--- src/rtl/fifo_stream_pkg.sv ---
// Shared types and constants for the FIFO read-side stream adapter.
package fifo_stream_pkg;

  localparam int DATA_W_DEF = 8;
  localparam int XFER_CNT_W = 16;

  // Skid buffer occupancy; the encoding equals the number of held words.
  typedef enum logic [1:0] {
    S_EMPTY = 2'd0,
    S_ONE   = 2'd1,
    S_TWO   = 2'd2
  } occ_t;

endpackage

--- src/rtl/fifo_skid_buf.sv ---
// Two-entry register skid buffer. Entry 0 is always the head, so the output
// data comes straight from a flop. Push and pop on the same edge are both
// honoured; the caller guarantees no push while two words are held.
module fifo_skid_buf
  import fifo_stream_pkg::*;
#(
  parameter int DATA_W = DATA_W_DEF
) (
  input  logic              clk,
  input  logic              rst,
  input  logic              i_push,
  input  logic [DATA_W-1:0] i_din,
  input  logic              i_pop,
  output logic [DATA_W-1:0] o_head,
  output occ_t              o_occ
);

  occ_t              r_occ;
  logic [DATA_W-1:0] r_ent0;
  logic [DATA_W-1:0] r_ent1;

  // Occupancy and entry update: shift entry 1 forward on a pop, write the tail on a push.
  always_ff @(posedge clk or negedge rst) begin
    if (!rst) begin
      r_occ  <= S_EMPTY;
      r_ent0 <= '0;
      r_ent1 <= '0;
    end else begin
      case (r_occ)
        S_EMPTY: begin
          if (i_push) begin
            r_ent0 <= i_din;
            r_occ  <= S_ONE;
          end
        end
        S_ONE: begin
          if (i_push && !i_pop) begin
            r_ent1 <= i_din;
            r_occ  <= S_TWO;
          end else if (!i_push && i_pop) begin
            r_occ <= S_EMPTY;
          end else if (i_push && i_pop) begin
            r_ent0 <= i_din;
          end
        end
        S_TWO: begin
          if (i_pop) begin
            r_ent0 <= r_ent1;
            if (i_push) begin
              r_ent1 <= i_din;
            end else begin
              r_occ <= S_ONE;
            end
          end
        end
        default: r_occ <= S_EMPTY;
      endcase
    end
  end

  assign o_head = r_ent0;
  assign o_occ  = r_occ;

endmodule

--- src/rtl/fifo_stream_out.sv ---
// Read-side adapter: drains a synchronous FIFO (one-cycle read latency) into
// a registered valid/ready stream. A read is issued only when the skid buffer
// has room for every word already committed, counting the one in flight.
// Optional build macro: FIFO_STREAM_STATS_EN adds the saturating xfer_cnt port.
//
// Stream handshake: a beat transfers on a rising edge where m_valid and
// m_ready are both high; m_valid/m_data come from flops and, once m_valid is
// high, stay unchanged until that beat is accepted.
module fifo_stream_out
  import fifo_stream_pkg::*;
#(
  parameter int DATA_W = DATA_W_DEF
) (
  input  logic                  clk,
  input  logic                  rst,
  input  logic                  fifo_empty,
  output logic                  fifo_rd,
  input  logic [DATA_W-1:0]     fifo_dout,
  output logic                  m_valid,
  input  logic                  m_ready,
  output logic [DATA_W-1:0]     m_data
`ifdef FIFO_STREAM_STATS_EN
  ,
  output logic [XFER_CNT_W-1:0] xfer_cnt
`endif
);

  logic              r_inflight;
  occ_t              w_occ;
  logic              w_pop;
  logic [2:0]        w_credit_use;
  logic [DATA_W-1:0] w_head;

  assign w_pop        = m_valid && m_ready;
  // Words held after this edge if no new read were issued now.
  assign w_credit_use = {1'b0, w_occ} + {2'b00, r_inflight} - {2'b00, w_pop};
  // Reset gates the strobe so it drops immediately, not at the next edge.
  assign fifo_rd      = rst && !fifo_empty && (w_credit_use < 3'd2);

  // A word issued this cycle appears on fifo_dout next cycle and is pushed then.
  always_ff @(posedge clk or negedge rst) begin
    if (!rst) begin
      r_inflight <= 1'b0;
    end else begin
      r_inflight <= fifo_rd;
    end
  end

  fifo_skid_buf #(
    .DATA_W (DATA_W)
  ) u_skid (
    .clk    (clk),
    .rst    (rst),
    .i_push (r_inflight),
    .i_din  (fifo_dout),
    .i_pop  (w_pop),
    .o_head (w_head),
    .o_occ  (w_occ)
  );

  assign m_valid = (w_occ != S_EMPTY);
  assign m_data  = w_head;

`ifdef FIFO_STREAM_STATS_EN
  logic [XFER_CNT_W-1:0] r_xfer_cnt;

  // Accepted-beat counter, saturating at all ones.
  always_ff @(posedge clk or negedge rst) begin
    if (!rst) begin
      r_xfer_cnt <= '0;
    end else if (w_pop && (r_xfer_cnt != {XFER_CNT_W{1'b1}})) begin
      r_xfer_cnt <= r_xfer_cnt + 1'b1;
    end
  end

  assign xfer_cnt = r_xfer_cnt;
`endif

endmodule

--- config.mk ---
export PLATFORM = sky130hd
export DESIGN_NAME = fifo_stream_out
export DESIGN_NICKNAME = d
export VERILOG_FILES = /design/src/rtl/fifo_stream_pkg.sv /design/src/rtl/fifo_skid_buf.sv /design/src/rtl/fifo_stream_out.sv
export SDC_FILE = /design/constraint.sdc
export NUM_CORES = 1
export LEC_CHECK = 0
export CAP_MARGIN = 20
export CORE_MARGIN = 2
export CORE_UTILIZATION = 52
export DETAILED_ROUTE_END_ITERATION = 8
export MAX_ROUTING_LAYER = met4
export PLACE_DENSITY = 0.81
export SYNTH_ARGS = -nofsm -noshare
export SYNTH_HDL_FRONTEND = slang
export SYNTH_SLANG_ARGS = --single-unit
--- constraint.sdc ---
create_clock -name clk -period 5 [get_ports clk]
set_clock_uncertainty 0.15 [all_clocks]
set_input_delay 1 -clock clk [delete_from_list [all_inputs] [get_ports clk]]
set_output_delay 1 -clock clk [all_outputs]
set_load 0.05 [all_outputs]
==> results of run 1 <==
-- per-layer routing --
| layer | part of all wire [%] | track usage [%] | up-vias |
|---|---|---|---|
| li1 | - | - | 288 |
| met4 | 0.78 | 8.33 | 0 |
| met5 | 0 | - | - |
| met2 | 52 | 27.4 | 11 |
| met1 | 44 | 21.9 | 290 |
| met3 | 2.4 | 2.31 | 2 |
-- worst paths after layout --
| kind | start | to | cells past startpoint |
|---|---|---|---|
| hold reg to reg | u_skid.r_ent1[3] | u_skid.r_ent1[3] | 1 |
| min in group asynchronous | rst | u_skid.o_head[2] | 2 |
| setup / recovery | m_ready | fifo_rd | 7 |
| hold / removal | u_skid.r_ent1[3] | u_skid.r_ent1[3] | 1 |
| setup reg to reg | u_skid.o_occ[1] | r_inflight | 5 |
| max in group asynchronous | rst | u_skid.r_ent1[0] | 2 |
-- flip-flops by register name, indices dropped and copies added, names as in the netlist --
signal and cells:
u_skid.r_ent1 8, u_skid.o_occ 2, u_skid.o_head 8, r_inflight 1
-- worst register-to-register path, cell delays in order (launching register included) --
cell	delay [ps]
dfrtp_1	590
and3b_4	300
o21ai_0	120
fa_1	390
xor2_1	150
nor3_1	230
-- cell type report --
| type | count | area, sq um |
|---|---|---|
| clock inverters | 1 | 5.00 |
| well taps | 25 | 31.3 |
| multi-input cells | 44 | 454 |
| fillers | 131 | 523 |
| clock buffers | 3 | 22.5 |
| repair buffers | 22 | 215 |
| flip-flops and latches | 19 | 475 |
-- through the flow --
stage               std cells  total power (uW)
floorplan                  65               540
global placement          110               645
detailed placement        110               656
CTS                       114               730
global route              114               761
finish                    114               722
-- synth_stat cells --
cell / count / area share (%)
mux2_2: 24 / 28
dfrtp_1: 19 / 50
nor2b_1: 3 / 2.0
buf_6: 2 / 2.4
mux2i_1: 2 / 2.1
a21o_1: 1 / 0.79
a21oi_1: 1 / 0.53
and2b_1: 1 / 0.79
and3b_4: 1 / 1.3
fa_1: 1 / 2.1
nand2_1: 1 / 0.39
nor2b_4: 1 / 1.4
nor3_1: 1 / 0.53
nor3b_2: 1 / 1.3
o21ai_0: 1 / 0.53
o21ai_4: 1 / 1.7
o22ai_1: 1 / 0.66
o2bb2ai_2: 1 / 1.6
or2_2: 1 / 0.66
xor2_1: 1 / 0.92
-- cells by family (layout without fill, tap and decap cells) --
logic type      count (synthesis)  in the layout  share of synthesized area, %
fa+ha+maj                       1              1                          2.10
flops                          19             19                          49.9
mux                            26             26                          30.5
simple gates                   10             10                          8.41
xor+xnor                        1              1                         0.920
buf+inv                         2             26                          2.37
compound gates                  6              6                          5.78
-- power breakdown --
group | internal [uW] | switching (uW) | leakage (uW)
Combinational | 166 | 211 | 0.000257
Sequential | 225 | 47.6 | 0.000231
Clock | 29.7 | 43.4 | 0.0000177
Total | 420 | 302 | 0.000506
==> qor.txt, run 1 <==
Setup slack, reg-to-reg: 2980 ps
Via count: 591
Share of layout cells above drive strength 1: 40.4%
LEAKAGE: 0.000506 uW
Critical Path Max Stage Delay: 620 ps
Die X: 46.8 um
Cts hold-fix bufs: 0
Commonest cells after routing, fill and taps aside: 24 x mux2_2, 20 x clkdlybuf4s50_1, 19 x dfrtp_1, 3 x nor2b_1, 3 x clkbuf_4
Crit path cell chain: clkdlybuf4s50_1 > and3b_4 > o21ai_0 > fa_1 > xor2_1 > nor3_1 > buf_4
Setup violations, final: 0
P&R area growth vs syn: 26.4%
Worst EP arrival: 3030 ps
Final Wtd Congestion: 0.808
DRT Wirelength: 1.55 mm
#FFs+latches synth: 19
Longest Clk Path Bufs: 2
DRT Pass-1 Iters: 4
Max Freq: 0.239 GHz
Min Clock Period, post-route: 4180 ps
WL per Instance: 13.6 um
Placement Cell Area: 0.00118 sq mm
Clk sinks: 19
Setup TNS: 0 ps
Slew headroom: 66.8%
Final instance area: 0.00120 sq mm
Synthesized net count: 78
Inserted Clock Buffers: 3
Antenna diodes: 0
Most common cell after layout, fill and taps aside: mux2_2
CP Buf/Inv Count: 2
Grt ovf: 0
CP Capture Type: output port
# port buffers: 21
Max Slew Vio Count: 0
Die Y: 46.8 um
Skew-Pair Late Insertion Delay: 290 ps
Row cnt: 15
Number of global-route vias before repair: 587
Worst-Margin Slew: 497 ps
Power Dens Cells: 600 mW/mm^2
Depth of the CTS H-tree: 1
Die area: 0.00219 sq mm
Reg clk slew, reported paths: 100 ps
Critical path class: primary input to output port
Final hold vios: 0
Worst path required time: 3850 ps
Status: finished clean
Critical-path top delay cell: clkdlybuf4s50_1
Max Cap Viol: 0
Largest net degree at the start of global routing: 21
# DRC: 0
Period utilization: 83.5%
Final worst slack: 824 ps
Setup bufs post-CTS: 0
Initial antenna violation count: 0
Maximum VDD drop: 351 uV
Syn Inst Count: 65
Seq/Total Area, Yosys: 49.9%
CP top delay family: buffers and inverters
Fin nets: 103
Post-CTS Resized: 0
CTS tree: built
Detail Placement HPWL: 1.16 mm
Worst hold slack: 362 ps
Core Region: 0.00173 sq mm
Startpoint Class: primary input
Starting Density: 55.1%
Post-layout util: 69.7%
GR Util All Layers: 17.3%
Ports: 22
Synthesized area: 952 sq um
Antenna-violating nets left: 0
Worst hold path class: flip-flop to flip-flop
Root Driver: clkbuf_4
Syn. warnings: 0
Mapped Avg Cell Area: 14.6 sq um
First-pass GRT wire length: 2.50 mm
Worst-path maximum fanout: 7
Vias per cell: 5.18
Cell variety after synth: 20
RSZ-0062 raised after global routing: no
Place WS: 820 ps
Detailed Route Iter0 Violations: 1
Note: power is estimated with default switching activity, not from simulation.
==> run 2: changes to the inputs <==
Settings changed: CORE_UTILIZATION 52 to 48, PLACE_DENSITY 0.81 to 0.75.
Clock period 5 ns to 4.1 ns, I/O delays scaled along.
==> run 2 against run 1 <==
Via count fell by 1.0%. Hold slack better by 2.8 ps. Sequential power is 21% higher. Highest routed layer unchanged. Power up 23%. Clock-buffer cell count increased by 1. Critical path depth unchanged. Critical path type unchanged. Combinational power rose by 23%. Sequential cell count is the same. Core utilization fell by 6.4 points. Wire length is 3.0% higher.
==> qor.txt, run 2 (synthesis gave the netlist of run 1 again) <==
Root Driver: clkbuf_4
Reg area: 475 sq um (unchanged)
Depth of the CTS H-tree: 1 (unchanged)
Critical-path top delay cell: clkdlybuf4s50_1
CP Buf/Inv Count: 2 (unchanged)
Worst-path maximum fanout: 7 (unchanged)
Max Freq: 0.256 GHz
Detail Placement HPWL: 1.14 mm (-1.1%)
Final-layout fill cell count: 180 (+37%)
Row cnt: 16 (+1)
Maximum VDD drop: 530 uV (+51%)
Post-CTS Resized: 0 (unchanged)
LEAKAGE: 0.000506 uW (+0.14%)
Commonest cells after routing, fill and taps aside: 24 x mux2_2, 20 x clkdlybuf4s50_1, 19 x dfrtp_1, 3 x nor2b_1, 3 x clkbuf_4
CP top delay family: buffers and inverters
Worst hold slack: 365 ps (+2.83 ps)
CTS tree: built
Initial antenna violation count: 0 (unchanged)
Worst-Margin Slew: 501 ps (+4.70 ps)
Critical path class: primary input to output port
Vias per cell: 5.04 (-2.7%)
Pwr Total: 890 uW (+23%)
Final hold vios: 0 (unchanged)
Starting Density: 49.5% (-5.6 points)
Longest Clk Path Bufs: 2 (unchanged)
Worst path required time: 3130 ps (-720 ps)
RSZ-0062 raised after global routing: no
Placement Cell Area: 0.00119 sq mm (+1.3%)
GR Util All Layers: 16.5% (-0.75 points)
Inserted Clock Buffers: 3 (unchanged)
DRT Wirelength: 1.59 mm (+3.0%)
Share of layout cells above drive strength 1: 39.3% (-1.1 points)
Critical Path Max Stage Delay: 610 ps (about the same)
Fin nets: 103 (unchanged)
Status: finished clean
Setup TNS: 0 ps (unchanged)
Antenna diodes: 0 (unchanged)
Crit path cell chain: clkdlybuf4s50_1 > and3b_4 > o21ai_0 > fa_1 > xor2_1 > nor3_1 > buf_12
Power Dens Cells: 731 mW/mm^2 (+22%)
Min Clock Period, post-route: 3900 ps
Grt ovf: 0 (unchanged)
Final instance area: 0.00122 sq mm (+1.1%)
Die area: 0.00236 sq mm (+7.6%)
DRT Pass-1 Iters: 2 (-2)
Startpoint Class: primary input
Max Slew Vio Count: 0 (unchanged)
Cts hold-fix bufs: 0 (unchanged)
Number of global-route vias before repair: 662 (+13%)
WL per Instance: 13.7 um (+1.2%)
Via count: 585 (-1.0%)
Core Region: 0.00192 sq mm (+11%)
Detailed Route Iter0 Violations: 3 (+2)
Period utilization: 95.2%
Setup bufs post-CTS: 0 (unchanged)
Max Cap Viol: 0 (unchanged)
Final Wtd Congestion: 0.760 (-5.9%)
Skew-Pair Late Insertion Delay: 290 ps (about the same)
Worst hold path class: flip-flop to flip-flop
Die Y: 48.5 um (+3.7%)
P&R area growth vs syn: 27.9%
Slew headroom: 66.5% (-0.31 points)
CP Capture Type: output port
Multi-input logic area: 454 sq um (unchanged)
Reg clk slew, reported paths: 100 ps (about the same)
# DRC: 0 (unchanged)
Most common cell after layout, fill and taps aside: mux2_2
Setup violations, final: 0 (unchanged)
Ports: 22 (unchanged)
# port buffers: 21 (unchanged)
Antenna-violating nets left: 0 (unchanged)
Die X: 48.5 um (+3.7%)
Worst EP arrival: 2930 ps (-100 ps)
Largest net degree at the start of global routing: 21 (unchanged)
Clk sinks: 19 (unchanged)
First-pass GRT wire length: 2.88 mm (+15%)
-- run 2: cell type report --
class	instances	area share (%)
tap	27	2.77
multi-input combinational	44	37.3
sequential	19	39.1
timing repair buffer	22	18.7
clock buffer	4	2.16
-- run 2: stage by stage --
stage               util [%]  worst slack [ps]  instances
detailed placement      62.0               159        112
CTS                     63.3               163        116
global placement        62.0               242        112
finish                  63.3               195        116
global route            63.3              28.3        116
floorplan                  -               331         65
-- run 2: where the power goes --
part	leakage [uW]	internal [uW]	switching, uW
clock	0.0000150	37.9	56.7
sequential	0.000231	274	56.2
combinational	0.000260	207	258
-- run 2: routing by layer --
| layer | up-vias | share of wire, % | GRT usage, % |
|---|---|---|---|
| li1 | 283 | - | - |
| met1 | 289 | 46 | 19.6 |
| met2 | 11 | 49 | 26.9 |
| met3 | 2 | 3.5 | 4.32 |
| met4 | 0 | 0.57 | 7.14 |
| met5 | - | 0 | - |
-- run 2: path summary, 6_finish.rpt --
| path | start | to | slack, ps | cells after the start |
|---|---|---|---|---|
| worst max-delay path | m_ready | fifo_rd | 200 | 7 |
| worst min-delay path | u_skid.r_ent1[5] | u_skid.r_ent1[5] | 360 | 1 |
| worst max register to register | u_skid.o_occ[1] | r_inflight | 1890 | 5 |
| worst min register to register | u_skid.r_ent1[5] | u_skid.r_ent1[5] | 360 | 1 |
| max in group asynchronous | rst | u_skid.o_head[3] | 2900 | 2 |
| min in group asynchronous | rst | u_skid.r_ent1[5] | 700 | 2 |
-- run 2: worst reg2reg max path: stages, from the launching register on --
cell	delay (ps)
dfrtp_1	580
and3b_4	300
o21ai_0	110
fa_1	400
xor2_1	150
nor3_1	380
==> run 3: changes to the inputs <==
Settings changed: CORE_UTILIZATION 48 to 52, PLACE_DENSITY 0.75 to 0.81.
Clock period 4.1 ns to 5.1 ns, I/O delays scaled along.
==> results of run 3 <==
Same layout as run 1 (identical final DEF). Status: finished clean.
Among the figures that moved: setup slack after placement 820 ps -> 880 ps; setup slack after layout 824 ps -> 884 ps; register-to-register setup slack 2980 ps -> 3080 ps; total power 722 uW -> 708 uW; worst IR drop on VDD 351 uV -> 344 uV
